<file path="src/rtl/stats_readout_seq.sv">
// Purpose : cs-bus master that reads N_WORDS cycle-count stats (write index, read back) and streams each word to the host TX.
// Latency : first word valid 5 cycles after the start edge with grant held; each further word 4 cycles with grant and ready high.
// Backpress: word_valid_o/word_o hold while word_ready_i is low; no cs strobes are issued during the stall.
//
// Ports:
//   clock_i, resetn_i          clock, async active-low reset
//   start_i                    start pulse (only honoured in IDLE)
//   busy_o, done_o             busy in any non-IDLE state, one-cycle completion pulse
//   bus_req_o, bus_gnt_i       cs bus request/grant with the host command path
//   req_cs_o, rw_cs_o,
//   add_cs_o, data_cs_o        cs strobe, 1=write, address, write data
//   data_cs_i                  cs read data, valid the cycle after a read strobe
//   word_o, word_valid_o,
//   word_ready_i               output stream to the host transmitter
//
// Optional feature: define STATS_CHECKSUM_EN to append an XOR checksum word after the last stats word.

`ifndef BW_BYTE_ADDR
`define BW_BYTE_ADDR 15
`endif
`ifndef STATS_BASE
`define STATS_BASE 16'h0040
`endif

module stats_readout_seq #(
    parameter int N_WORDS = 6
) (
    input  logic                    clock_i,
    input  logic                    resetn_i,
    input  logic                    start_i,
    output logic                    busy_o,
    output logic                    done_o,
    output logic                    bus_req_o,
    input  logic                    bus_gnt_i,
    output logic                    req_cs_o,
    output logic                    rw_cs_o,
    output logic [`BW_BYTE_ADDR:0]  add_cs_o,
    output logic [31:0]             data_cs_o,
    input  logic [31:0]             data_cs_i,
    output logic [31:0]             word_o,
    output logic                    word_valid_o,
    input  logic                    word_ready_i
);

    localparam logic [`BW_BYTE_ADDR:0] STATS_ADDR = `STATS_BASE;
    localparam logic [2:0]             LAST_IDX   = 3'(N_WORDS - 1);

    typedef enum logic [2:0] {
        S_IDLE     = 3'd0,
        S_WAIT_GNT = 3'd1,
        S_WR_SEL   = 3'd2,
        S_RD_REQ   = 3'd3,
        S_RD_CAP   = 3'd4,
        S_OUT      = 3'd5,
`ifdef STATS_CHECKSUM_EN
        S_CSUM     = 3'd6,
`endif
        S_DONE     = 3'd7
    } state_t;

    state_t      r_state;
    state_t      w_state_nxt;
    logic [2:0]  r_idx;
    logic [2:0]  w_idx_nxt;
    logic [31:0] r_word;
    logic        r_cs_req;
    logic        r_cs_rw;
    logic [2:0]  r_cs_idx;
    logic        w_cs_en;
`ifdef STATS_CHECKSUM_EN
    logic [31:0] r_csum;
`endif

    // ------------------------------------------------------------------
    // State register
    // ------------------------------------------------------------------
    always_ff @(posedge clock_i or negedge resetn_i) begin
        if (!resetn_i) begin
            r_state <= S_IDLE;
        end else begin
            r_state <= w_state_nxt;
        end
    end

    // ------------------------------------------------------------------
    // Next-state and index logic
    // ------------------------------------------------------------------
    always_comb begin
        w_state_nxt = r_state;
        w_idx_nxt   = r_idx;
        case (r_state)
            S_IDLE: begin
                if (start_i) begin
                    w_idx_nxt   = 3'd0;
                    w_state_nxt = S_WAIT_GNT;
                end
            end
            S_WAIT_GNT: begin
                if (bus_gnt_i) w_state_nxt = S_WR_SEL;
            end
            // Losing grant before the read strobe restarts the current
            // index from the select write, so no partial word escapes.
            S_WR_SEL:   w_state_nxt = bus_gnt_i ? S_RD_REQ : S_WAIT_GNT;
            S_RD_REQ:   w_state_nxt = bus_gnt_i ? S_RD_CAP : S_WAIT_GNT;
            S_RD_CAP:   w_state_nxt = S_OUT;
            S_OUT: begin
                if (word_ready_i) begin
                    if (r_idx == LAST_IDX) begin
`ifdef STATS_CHECKSUM_EN
                        w_state_nxt = S_CSUM;
`else
                        w_state_nxt = S_DONE;
`endif
                    end else begin
                        w_idx_nxt   = r_idx + 3'd1;
                        w_state_nxt = bus_gnt_i ? S_WR_SEL : S_WAIT_GNT;
                    end
                end
            end
`ifdef STATS_CHECKSUM_EN
            S_CSUM: begin
                if (word_ready_i) w_state_nxt = S_DONE;
            end
`endif
            S_DONE:     w_state_nxt = S_IDLE;
            default:    w_state_nxt = S_IDLE;
        endcase
    end

    // ------------------------------------------------------------------
    // Datapath: index, captured word, checksum, cs command registers
    // ------------------------------------------------------------------
    always_ff @(posedge clock_i or negedge resetn_i) begin
        if (!resetn_i) begin
            r_idx    <= 3'd0;
            r_word   <= 32'd0;
            r_cs_req <= 1'b0;
            r_cs_rw  <= 1'b0;
            r_cs_idx <= 3'd0;
`ifdef STATS_CHECKSUM_EN
            r_csum   <= 32'd0;
`endif
        end else begin
            r_idx <= w_idx_nxt;
            if (r_state == S_RD_CAP) begin
                r_word <= data_cs_i;
            end
`ifdef STATS_CHECKSUM_EN
            if (r_state == S_IDLE && start_i) begin
                r_csum <= 32'd0;
            end else if (r_state == S_RD_CAP) begin
                r_csum <= r_csum ^ data_cs_i;
            end
`endif
            // The cs command is prepared on entry to WR_SEL/RD_REQ so it
            // comes straight out of flops during those states.
            r_cs_req <= (w_state_nxt == S_WR_SEL) || (w_state_nxt == S_RD_REQ);
            r_cs_rw  <= (w_state_nxt == S_WR_SEL);
            r_cs_idx <= (w_state_nxt == S_WR_SEL) ? w_idx_nxt : 3'd0;
        end
    end

    // A cycle in which grant has been withdrawn must not touch the bus,
    // even though the command flops were already loaded.
    assign w_cs_en   = r_cs_req & bus_gnt_i;

    assign req_cs_o  = w_cs_en;
    assign rw_cs_o   = w_cs_en & r_cs_rw;
    assign add_cs_o  = w_cs_en ? STATS_ADDR : '0;
    assign data_cs_o = w_cs_en ? {29'd0, r_cs_idx} : 32'd0;

    // ------------------------------------------------------------------
    // State-decoded status and stream outputs
    // ------------------------------------------------------------------
    assign busy_o    = (r_state != S_IDLE);
    assign done_o    = (r_state == S_DONE);
    assign bus_req_o = (r_state != S_IDLE) && (r_state != S_DONE);

`ifdef STATS_CHECKSUM_EN
    assign word_valid_o = (r_state == S_OUT) || (r_state == S_CSUM);
    assign word_o       = (r_state == S_CSUM) ? r_csum : r_word;
`else
    assign word_valid_o = (r_state == S_OUT);
    assign word_o       = r_word;
`endif

endmodule

</file>
<file path="config.mk">
export PLATFORM = sky130hd
export DESIGN_NAME = stats_readout_seq
export DESIGN_NICKNAME = d
export VERILOG_FILES = /design/src/rtl/stats_readout_seq.sv
export SDC_FILE = /design/constraint.sdc
export NUM_CORES = 1
export LEC_CHECK = 0
export BUFFER_PORTS_ARGS = -buffer_cell sky130_fd_sc_hd__buf_2
export CORE_UTILIZATION = 41
export DETAILED_ROUTE_END_ITERATION = 8
export PLACE_DENSITY = 0.86
export REMOVE_ABC_BUFFERS = 1
export SETUP_SLACK_MARGIN = 0.1
export SKIP_LAST_GASP = 1
export SYNTH_ARGS = -nofsm -noshare
export SYNTH_HDL_FRONTEND = slang
export SYNTH_SLANG_ARGS = --single-unit
</file>
<file path="constraint.sdc">
create_clock -name clock_i -period 2.4 [get_ports clock_i]
set_clock_uncertainty 0.05 [all_clocks]
set_input_delay 0.48 -clock clock_i [delete_from_list [all_inputs] [get_ports clock_i]]
set_output_delay 0.48 -clock clock_i [all_outputs]
set_load 0.03 [all_outputs]
</file>
=== Word-level counts from Yosys, hierarchy flattened ===
Cells that the tools add are included.

* Register bits: 43
* Bits of input ports: 37
* Output and inout port bits: 86
* Logic and storage cells: 38

* $add $sub $neg: 1
* Equal/unequal tests: 10
* Multiplexer cells: 15
* Bitwise operators: 2
* Reduce and logical (&&, ||, !) cells: 4

{| class="wikitable"
|+ Operator list
! cell !! number
|-
| $mux 3 || 10
|-
| $pmux 3 s6 || 1
|-
| $eq 3x2->1 const B || 4
|-
| $eq 3x3->1 const B || 4
|-
| $mux 7 || 1
|-
| $pmux 3 s2 || 1
|-
| $mux 2 || 2
|-
| $add 3x1->3 const B || 1
|-
| $eq 3x1->1 const B || 1
|-
| $logic_not 3->1 || 1
|-
| $ne 3x3->1 const B || 1
|-
| $reduce_bool 3->1 || 1
|-
| $and 1x1->1 || 2
|-
| $logic_and 1x1->1 || 1
|-
| $logic_or 1x1->1 || 1
|}

=== Logic depth before layout (Yosys ltp) ===
Gate-level depths: netlist of run 1.

* Word-level depth: 6
* Gate-level depth with buffers: 5

=== Least setup slack after synthesis of run 1 ===
OpenSTA, ideal clock, no wires.

* Kind: flip-flop to output port
* From: register r_state[2]
* To: output port bus_req_o
* Arrival: 1.266 ns
* Slack: 0.604 ns
* Stages on the path, launching flop included: 4
* Path through: dfrtp_1 > buf_2 > and3_1 > nor2_1

* Cells in the longest elaborated chain, start to end: 2
* Elaborated cells on any way between the ends: 3

{| class="wikitable"
|+ Ends and longest elaborated chain
! element !! line !! text
|-
| from (decl) || 61 || <nowiki>state_t r_state;</nowiki>
|-
| from (signal assigned) || 81 || <nowiki>r_state <= w_state_nxt;</nowiki>
|-
| $ne 3x3->1 or $reduce_bool 3->1 (tied branches) || 177 || <nowiki>assign bus_req_o = (r_state != S_IDLE) && (r_state != S_DONE);</nowiki>
|-
| $logic_and 1x1->1 (*) || 177 ||
|-
| to (decl) || 33 || <nowiki>output logic bus_req_o,</nowiki>
|}

Every way passes the cells marked *; elsewhere a longest branch is shown, timed or not.

=== Worst setup path in the final report of run 1 ===
* From: register r_state[1]
* To: output port busy_o

* Cells in the longest elaborated chain, start to end: 1

{| class="wikitable"
|+ Ends and longest elaborated chain
! element !! line !! text
|-
| $reduce_bool 3->1 || 175 || <nowiki>assign busy_o = (r_state != S_IDLE);</nowiki>
|-
| to (decl) || 31 || <nowiki>output logic busy_o,</nowiki>
|}

No other way between the ends.

==> results of run 1 <==
-- worst max-delay path, cell delays in order, from the launching register on --
cell and delay (ns):
dfrtp_1 0.52, nor3_1 0.35, inv_1 0.09, buf_2 0.19
-- metal layers --
metal,vias to the layer above,global-route usage [%],share of wire (%)
met1,693,14.4,39
li1,684,-,-
met5,-,0,0
met2,78,24.5,53
met3,7,4.07,6.6
met4,0,6.20,1.7
-- worst paths after layout --
kind / from / endpoint / depth (start not counted)
min reg2reg: word_o[9] / word_o[9] / 1
max in group asynchronous: resetn_i / word_o[0] / 2
max: r_state[1] / busy_o / 3
max reg2reg: r_idx[0] / r_cs_idx[2] / 4
min in group clock_i: data_cs_i[8] / word_o[8] / 2
min: resetn_i / word_o[8] / 1
-- final cells by class --
| class | count | area, µm² |
|---|---|---|
| repair buffers | 82 | 420 |
| inverters | 6 | 22.5 |
| multi-input cells | 122 | 837 |
| clock buffers | 5 | 68.8 |
| flip-flops and latches | 43 | 1080 |
| fillers | 446 | 2350 |
| clock inverters | 3 | 23.8 |
| well taps | 67 | 83.8 |
-- through the flow --
stage | instances | setup WS [ns] | power (mW) | instance area (µm²)
6_report | 328 | 0.432 | 3.37 | 2530
3_5_place_dp | 320 | 0.651 | 2.94 | 2440
4_1_cts | 328 | 0.447 | 3.41 | 2530
5_1_grt | 328 | 0.333 | 3.58 | 2530
2_1_floorplan | 171 | -0.0487 | 2.45 | 1930
3_3_place_gp | 320 | 0.719 | 2.89 | 2440
-- cells in the mapped netlist, drive strengths merged --
master / count / area share, %
buf: 51 / 17
dfrtp: 43 / 50
mux2: 32 / 17
inv: 6 / 1.1
nand2: 6 / 1.1
and3: 5 / 1.5
nor3: 5 / 1.4
a21oi: 3 / 0.70
and2: 3 / 0.88
ha: 2 / 1.2
nor2: 2 / 0.35
o211ai: 2 / 0.70
or3: 2 / 0.59
a2111o: 1 / 0.53
a21bo: 1 / 0.47
a21boi: 1 / 0.35
a31oi: 1 / 0.29
a41oi: 1 / 0.41
conb: 1 / 0.18
nand2b: 1 / 0.29
nand4: 1 / 0.29
nand4b: 1 / 0.41
nor2b: 1 / 0.29
nor3b: 1 / 0.35
nor4: 1 / 0.59
o21a: 1 / 0.35
o21ai: 1 / 0.23
o22ai: 1 / 0.29
o31ai: 1 / 0.35
or4b: 1 / 0.47
-- power breakdown --
| part | switching, mW | internal, mW |
|---|---|---|
| sequential | 0.202 | 1.04 |
| combinational | 1.08 | 0.577 |
| clock | 0.254 | 0.208 |
| total | 1.54 | 1.83 |
-- flip-flops by register name, summed over array words and instances, names as in the netlist --
name / count
r_cs_req: 1
r_idx: 3
r_cs_idx: 3
r_state: 3
word_o: 32
r_cs_rw: 1
-- cell families (layout without fill, tap and decap cells) --
group	count (synthesis)	in the layout	share of synthesized area (%)
other cells	1	44	0.176
flops	43	43	50.4
buf+inv	57	96	18.3
mux	32	32	16.9
simple gates	30	30	8.44
compound gates	14	14	4.69
fa+ha+maj	2	2	1.17
==> results.sh, run 1 <==
export IMPL_ff2ff_setup_slack_ns=0.65
export IMPL_required_ns=1.87
export IMPL_antenna_found_initial=0
export IMPL_root_buffer="clkbuf_8"
export IMPL_final_hold_viol_count=0
export IMPL_clock_sinks=43
export IMPL_finalCriticalPeriod_ns=1.97
export IMPL_wl_per_cell_um=11.1
export IMPL_post_cts_buffers=0
export IMPL_clk_pin_slew_worst_paths_ns=0.09
export IMPL_drv_slew=0
export IMPL_synthDistinctLibCells=33
export IMPL_ys_seq_area_share_pct=50.4
export IMPL_fin_setup_tns_ns=0
export IMPL_route_vias_total=1462
export IMPL_dp_hpwl_um=2910
export IMPL_final_core_util_pct=51.9
export IMPL_ir_worst_vdd_mv=0.504
export IMPL_p_leak_nw=1.34
export IMPL_outcome="finished, final reports clean"
export IMPL_syn_avg_cell_area_um2=11.9
export IMPL_synth_cells=179
export IMPL_final_period_utilization_pct=82.0
export IMPL_vias_per_cell=4.46
export IMPL_firstDrtPassIters=4
export IMPL_htree_levels=2
export IMPL_slew_headroom_pct=65.3
export IMPL_gp_congestion=0.853
export IMPL_clk_latency_ns=0.29
export IMPL_p_per_area_nw_per_um2=1330
export IMPL_ant_nets=0
export IMPL_ctsHoldBuffers=0
export IMPL_path_max_fanout=12
export IMPL_cts_buffer_depth=2
export IMPL_grt_max_degree=26
export IMPL_dieArea_um2=5500
export IMPL_antenna_cells=0
export IMPL_syn_area_um2=2140
export IMPL_final_common_cell="buf_2"
export IMPL_die_width_um=74.2
export IMPL_fmaxAchievable_ghz=0.508
export IMPL_cts_tree="done"
export IMPL_cap_violations=0
export IMPL_initial_utilization_pct=43.8
export IMPL_area_growth_pct=18.6
export IMPL_drt_iter0_drc=25
export IMPL_layout_nets=299
export IMPL_first_global_vias=1272
export IMPL_setup_violations=0
export IMPL_io_buffers=78
export IMPL_hold_path_class="in2async"
export IMPL_rows=25
export IMPL_yosys_warnings=0
export IMPL_drc=0
export IMPL_arrival_ns=1.44
export IMPL_cts_buffers=5
export IMPL_ys_ff_latch=43
export IMPL_wl_um=3650
export IMPL_critPathLaunchType="flop"
export IMPL_grt_setup_unrepaired="false"
export IMPL_ios=123
export IMPL_cts_resized=0
export IMPL_critPathCaptureType="output pin"
export IMPL_coreArea_um2=4880
export IMPL_grt_overflow=0
export IMPL_grtUsageTotal_pct=13.5
export IMPL_grt_pass1_wl_um=5510
export IMPL_final_cell_mix="buf_2, conb_1, dfrtp_1"
export IMPL_criticalPathCategory="reg2out"
export IMPL_whs_ns=0.0970
export IMPL_worstMarginPinSlew_ns=0.521
export IMPL_drive_above_1_share_pct=47.1
export IMPL_dieHeight_um=74.2
Note: power is estimated with default switching activity, not from simulation.
==> run 2, diff against run 1 <==
==> constraint.sdc (replaced) <==
create_clock -name clock_i -period 2 [get_ports clock_i]
set_clock_uncertainty 0.05 [all_clocks]
set_input_delay 0.4 -clock clock_i [delete_from_list [all_inputs] [get_ports clock_i]]
set_output_delay 0.4 -clock clock_i [all_outputs]
set_load 0.03 [all_outputs]
==> run 2 against run 1 <==
Against the previous run:
- first-iteration DRC count decreased by 4.0%
- critical path type unchanged
- register-to-register slack got worse by 0.42 ns
- hold slack got worse by 0.062 ns
- final cell count shrank 0.30%
- core utilization grew 0.31 points
- power is 20% higher
- non-clock buffer count down 1
- clock-buffer cell count stayed put
- highest routed layer unchanged
- combinational power rose by 23%
- die area unchanged
==> results.sh, run 2 (synthesis results as in run 1) <==
export IMPL_post_cts_buffers=0
export IMPL_vias_per_cell=4.43
export IMPL_arrival_ns=1.33
export IMPL_timing_rr_start="r_idx[0]"
export IMPL_grt_pass1_wl_um=5490
export IMPL_final_common_cell="buf_2"
export IMPL_ios=123
export IMPL_route_vias_total=1447
export IMPL_path_max_fanout=12
export IMPL_cts_resized=0
export IMPL_criticalPathCategory="reg2out"
export IMPL_clock_sinks=43
export IMPL_outcome="finished, final reports clean"
export IMPL_cts_buffer_depth=2
export IMPL_p_leak_nw=1.35
export IMPL_grtUsageTotal_pct=13.6
export IMPL_dp_hpwl_um=2870
export IMPL_initial_utilization_pct=43.8
export IMPL_wl_per_cell_um=11.5
export IMPL_drt_iter0_drc=24
export IMPL_setup_violations=0
export IMPL_firstDrtPassIters=4
export IMPL_gp_congestion=0.765
export IMPL_p_per_area_nw_per_um2=1590
export IMPL_clk_pin_slew_worst_paths_ns=0.08
export IMPL_fmaxAchievable_ghz=0.563
export IMPL_die_width_um=74.2
export IMPL_final_cell_mix="buf_2, conb_1, dfrtp_1"
export IMPL_drive_above_1_share_pct=47.7
export IMPL_drc=0
export IMPL_grt_max_degree=44
export IMPL_largest_register_ffs=32
export IMPL_final_period_utilization_pct=88.8
export IMPL_htree_levels=2
export IMPL_grt_overflow=0
export IMPL_fillCellCount=435
export IMPL_cp_startpoint="r_state[1]"
export IMPL_dieArea_um2=5500
export IMPL_required_ns=1.55
export IMPL_critPathCaptureType="output pin"
export IMPL_io_buffers=78
export IMPL_fin_setup_tns_ns=0
export IMPL_layoutNonFillerInstCount=327
export IMPL_grt_setup_unrepaired="false"
export IMPL_ctsHoldBuffers=0
export IMPL_hold_path_class="in2async"
export IMPL_whs_ns=0.0351
export IMPL_rows=25
export IMPL_critPathLaunchType="flop"
export IMPL_layout_nets=298
export IMPL_design_area_um2=2550
export IMPL_cap_violations=0
export IMPL_detailed_place_area_um2=2460
export IMPL_cts_buffers=5
export IMPL_root_buffer="clkbuf_8"
export IMPL_antenna_found_initial=0
export IMPL_dp_cells=319
export IMPL_clk_latency_ns=0.29
export IMPL_cts_tree="done"
export IMPL_final_hold_viol_count=0
export IMPL_finalCriticalPeriod_ns=1.78
export IMPL_drv_slew=0
export IMPL_dieHeight_um=74.2
export IMPL_wl_um=3750
export IMPL_first_global_vias=1260
export IMPL_ir_worst_vdd_mv=0.589
export IMPL_area_growth_pct=19.3
export IMPL_coreArea_um2=4880
export IMPL_antenna_cells=0
export IMPL_ant_nets=0
[run 2: power breakdown]
part           switching [mW]  leakage [nW]  internal (mW)
Sequential              0.226         0.535           1.26
Clock                   0.277        0.0477          0.239
Combinational            1.33         0.766          0.717
[run 2: metal layers]
| layer | up-vias | share of wire [%] | global-route usage [%] |
|---|---|---|---|
| met5 | - | 0 | 0 |
| met2 | 77 | 53 | 26.2 |
| li1 | 684 | - | - |
| met1 | 676 | 38 | 13.3 |
| met4 | 0 | 2.1 | 7.05 |
| met3 | 10 | 6.5 | 3.12 |
[run 2: worst paths after layout]
kind,end,slack [ns],cells past startpoint
min reg2reg,word_o[9],0.44,1
max reg2reg,r_cs_idx[2],0.23,4
min in group clock_i,word_o[8],0.28,2
min,r_state[2],0.04,2
max in group asynchronous,r_state[0],1.66,2
max,busy_o,0.22,3
[run 2: layout make-up]
class / count / area (µm²) / area share, %
well taps: 67 / 83.8 / 3.29
clock inverters: 3 / 15.0 / 0.589
repair buffers: 81 / 438 / 17.2
clock buffers: 5 / 68.8 / 2.70
inverters: 6 / 22.5 / 0.884
multi-input cells: 122 / 842 / 33.1
flip-flops and latches: 43 / 1080 / 42.3
[run 2: per-stage QoR]
step | power [mW] | setup slack [ns] | utilization, %
6_report | 4.05 | 0.224 | 52.2
2_1_floorplan | 2.94 | -0.449 | -
3_5_place_dp | 3.56 | 0.250 | 50.4
4_1_cts | 4.09 | 0.143 | 52.1
5_1_grt | 4.31 | 0.104 | 52.2
3_3_place_gp | 3.50 | 0.317 | 50.4
[run 2: critical path, stage by stage, from the launching register on]
cell and delay, ns:
dfrtp_1 0.52, nor3_2 0.27, inv_1 0.07, buf_2 0.18
==> run 3, diff against run 2 <==
--- a/config.mk
+++ b/config.mk
@@ -5,10 +5,11 @@
 export SDC_FILE = /design/constraint.sdc
 export NUM_CORES = 1
 export LEC_CHECK = 0
+export ABC_AREA = 1
 export BUFFER_PORTS_ARGS = -buffer_cell sky130_fd_sc_hd__buf_2
 export CORE_UTILIZATION = 41
 export DETAILED_ROUTE_END_ITERATION = 8
-export PLACE_DENSITY = 0.86
+export PLACE_DENSITY = 0.85
 export REMOVE_ABC_BUFFERS = 1
 export SETUP_SLACK_MARGIN = 0.1
 export SKIP_LAST_GASP = 1
==> constraint.sdc (replaced) <==
create_clock -name clock_i -period 2 [get_ports clock_i]
set_clock_uncertainty 0.05 [all_clocks]
set_input_delay 0.3 -clock clock_i [delete_from_list [all_inputs] [get_ports clock_i]]
set_output_delay 0.3 -clock clock_i [all_outputs]
set_load 0.03 [all_outputs]
==> run 3 against run 2 <==
Against the previous run:
- via count is 0.28% lower
- routed wire length decreased by 0.45%
- global-route usage down 0.42 points
- clock power rose by 9.1%
- sequential power is 3% higher
- clock-buffer cell count unchanged
- first-iteration DRC count rose by 67%
- critical path type unchanged
- flip-flop and latch count is the same
==> results.sh, run 3 <==
export IMPL_ios=123
export IMPL_final_core_util_pct=50.8
export IMPL_htree_levels=2
export IMPL_gp_congestion=0.782
export IMPL_setup_violations=0
export IMPL_clk_latency_ns=0.30
export IMPL_dp_hpwl_um=2810
export IMPL_total_power_mw=4.49
export IMPL_grt_setup_unrepaired="false"
export IMPL_clk_pin_slew_worst_paths_ns=0.08
export IMPL_grtUsageTotal_pct=13.1
export IMPL_drv_slew=0
export IMPL_cap_violations=0
export IMPL_root_buffer="clkbuf_8"
export IMPL_final_common_cell="buf_2"
export IMPL_antenna_found_initial=0
export IMPL_cts_resized=0
export IMPL_cts_buffer_depth=2
export IMPL_yosys_most_used_dff="dfrtp_1"
export IMPL_fin_setup_tns_ns=0
export IMPL_grt_max_degree=44
export IMPL_coreArea_um2=5200
export IMPL_final_period_utilization_pct=86.8
export IMPL_drt_iter0_drc=40
export IMPL_syn_avg_cell_area_um2=11.7
export IMPL_hold_path_class="in2async"
export IMPL_ctsHoldBuffers=0
export IMPL_grt_pass1_wl_um=5890
export IMPL_firstDrtPassIters=4
export IMPL_synth_edf_count=0
export IMPL_io_buffers=78
export IMPL_yosys_top_cells_area="dfrtp_1, mux2_4, buf_4"
export IMPL_ys_top_cells_by_count="buf_4, dfrtp_1, mux2_4"
export IMPL_layout_nets=313
export IMPL_cts_buffers=5
export IMPL_netlist_top_cell_by_area="dfrtp_1"
export IMPL_fin_ws_ns=0.264
export IMPL_largest_register_ffs=32
export IMPL_ant_nets=0
export IMPL_route_vias_total=1443
export IMPL_synth_most_common_cell="buf_4"
export IMPL_fmaxAchievable_ghz=0.576
export IMPL_async_flop_share_pct=100
export IMPL_outcome="finished, final reports clean"
export IMPL_p_leak_nw=1.52
export IMPL_wl_per_cell_um=10.8
export IMPL_initial_utilization_pct=43.3
export IMPL_vias_per_cell=4.18
export IMPL_dieArea_um2=5800
export IMPL_area_growth_pct=17.2
export IMPL_synth_cells=192
export IMPL_dp_slack_ns=0.487
export IMPL_first_global_vias=1312
export IMPL_worstMarginPinSlew_ns=0.522
export IMPL_drive_above_1_share_pct=46.5
export IMPL_wl_um=3740
export IMPL_criticalPathCategory="reg2out"
export IMPL_final_cell_mix="buf_2, conb_1, dfrtp_1"
export IMPL_ir_worst_vdd_mv=0.876
export IMPL_finalCriticalPeriod_ns=1.74
export IMPL_p_per_area_nw_per_um2=1700
export IMPL_die_width_um=76.2
export IMPL_antenna_cells=0
export IMPL_path_max_fanout=5
export IMPL_synth_top_cell_area_share_pct=47.7
export IMPL_ys_ff_latch=43
export IMPL_slew_headroom_pct=65.2
export IMPL_synthDistinctLibCells=23
export IMPL_drc=0
export IMPL_dieHeight_um=76.2
export IMPL_syn_area_um2=2260
export IMPL_critPathCaptureType="output pin"
export IMPL_yosys_warnings=0
export IMPL_cts_tree="done"
export IMPL_arrival_ns=1.39
export IMPL_critPathLaunchType="flop"
export IMPL_grt_overflow=0
export IMPL_rows=26
export IMPL_post_cts_buffers=0
export IMPL_clock_sinks=43
export IMPL_ys_seq_area_share_pct=47.7
export IMPL_required_ns=1.65
export IMPL_final_hold_viol_count=0
## run 3: routing by layer
metal  GRT usage, %  vias to the layer above  wire [µm]
met4           5.00                        0         56
met5              0                        -          0
met3           4.07                        7        259
met1           15.2                      670       1510
li1               -                      681          -
met2           22.7                       85       1910
## run 3: area by class of cell
type | instances | area [µm²]
Inverter | 18 | 67.6
Tap cell | 70 | 87.6
Fill cell | 475 | 2560
Multi-Input combinational cell | 126 | 902
Sequential cell | 43 | 1080
Timing Repair Buffer | 80 | 418
Clock buffer | 5 | 68.8
Clock inverter | 3 | 23.8
## run 3: worst paths after layout
path                                from          to  slack, ns  depth (start not counted)
max                           r_state[1]   bus_req_o       0.26                          4
min                             resetn_i   word_o[5]       0.01                          2
max reg2reg                   r_state[1]  word_o[15]       0.48                          4
min reg2reg                    word_o[7]   word_o[7]       0.46                          1
max in group asynchronous       resetn_i  word_o[29]       1.53                          2
min in group clock_i       data_cs_i[17]  word_o[17]       0.18                          2
## run 3: per-stage QoR
step | instance area [µm²] | cells | hold slack (ns)
6_report | 2640 | 345 | 0.0123
3_3_place_gp | 2550 | 337 | 0.348
5_1_grt | 2640 | 345 | 0.0591
2_1_floorplan | 2050 | 187 | -0.0456
4_1_cts | 2640 | 345 | 0.0286
3_5_place_dp | 2550 | 337 | 0.353
## run 3: logic make-up after synthesis
group	after synthesis	share of synthesized area, %
AOI/OAI and AO/OA	6	1.44
adders and majority gates	2	1.11
buffers and inverters	66	19.5
DFF	43	47.7
muxes	32	20.8
other	1	0.166
and+or+nand+nor	42	9.32
## run 3: report_power, final
| group | internal [mW] | total (mW) | switching, mW |
|---|---|---|---|
| registers | 1.27 | 1.53 | 0.255 |
| clock network | 0.250 | 0.563 | 0.314 |
| logic | 0.937 | 2.40 | 1.46 |
| total | 2.46 | 4.49 | 2.03 |
## run 3: worst max-delay path, cell delays in order, from the launching register on
cell and delay (ns):
dfrtp_1 0.45, inv_1 0.10, nor3_1 0.27, a21oi_1 0.08, buf_2 0.19
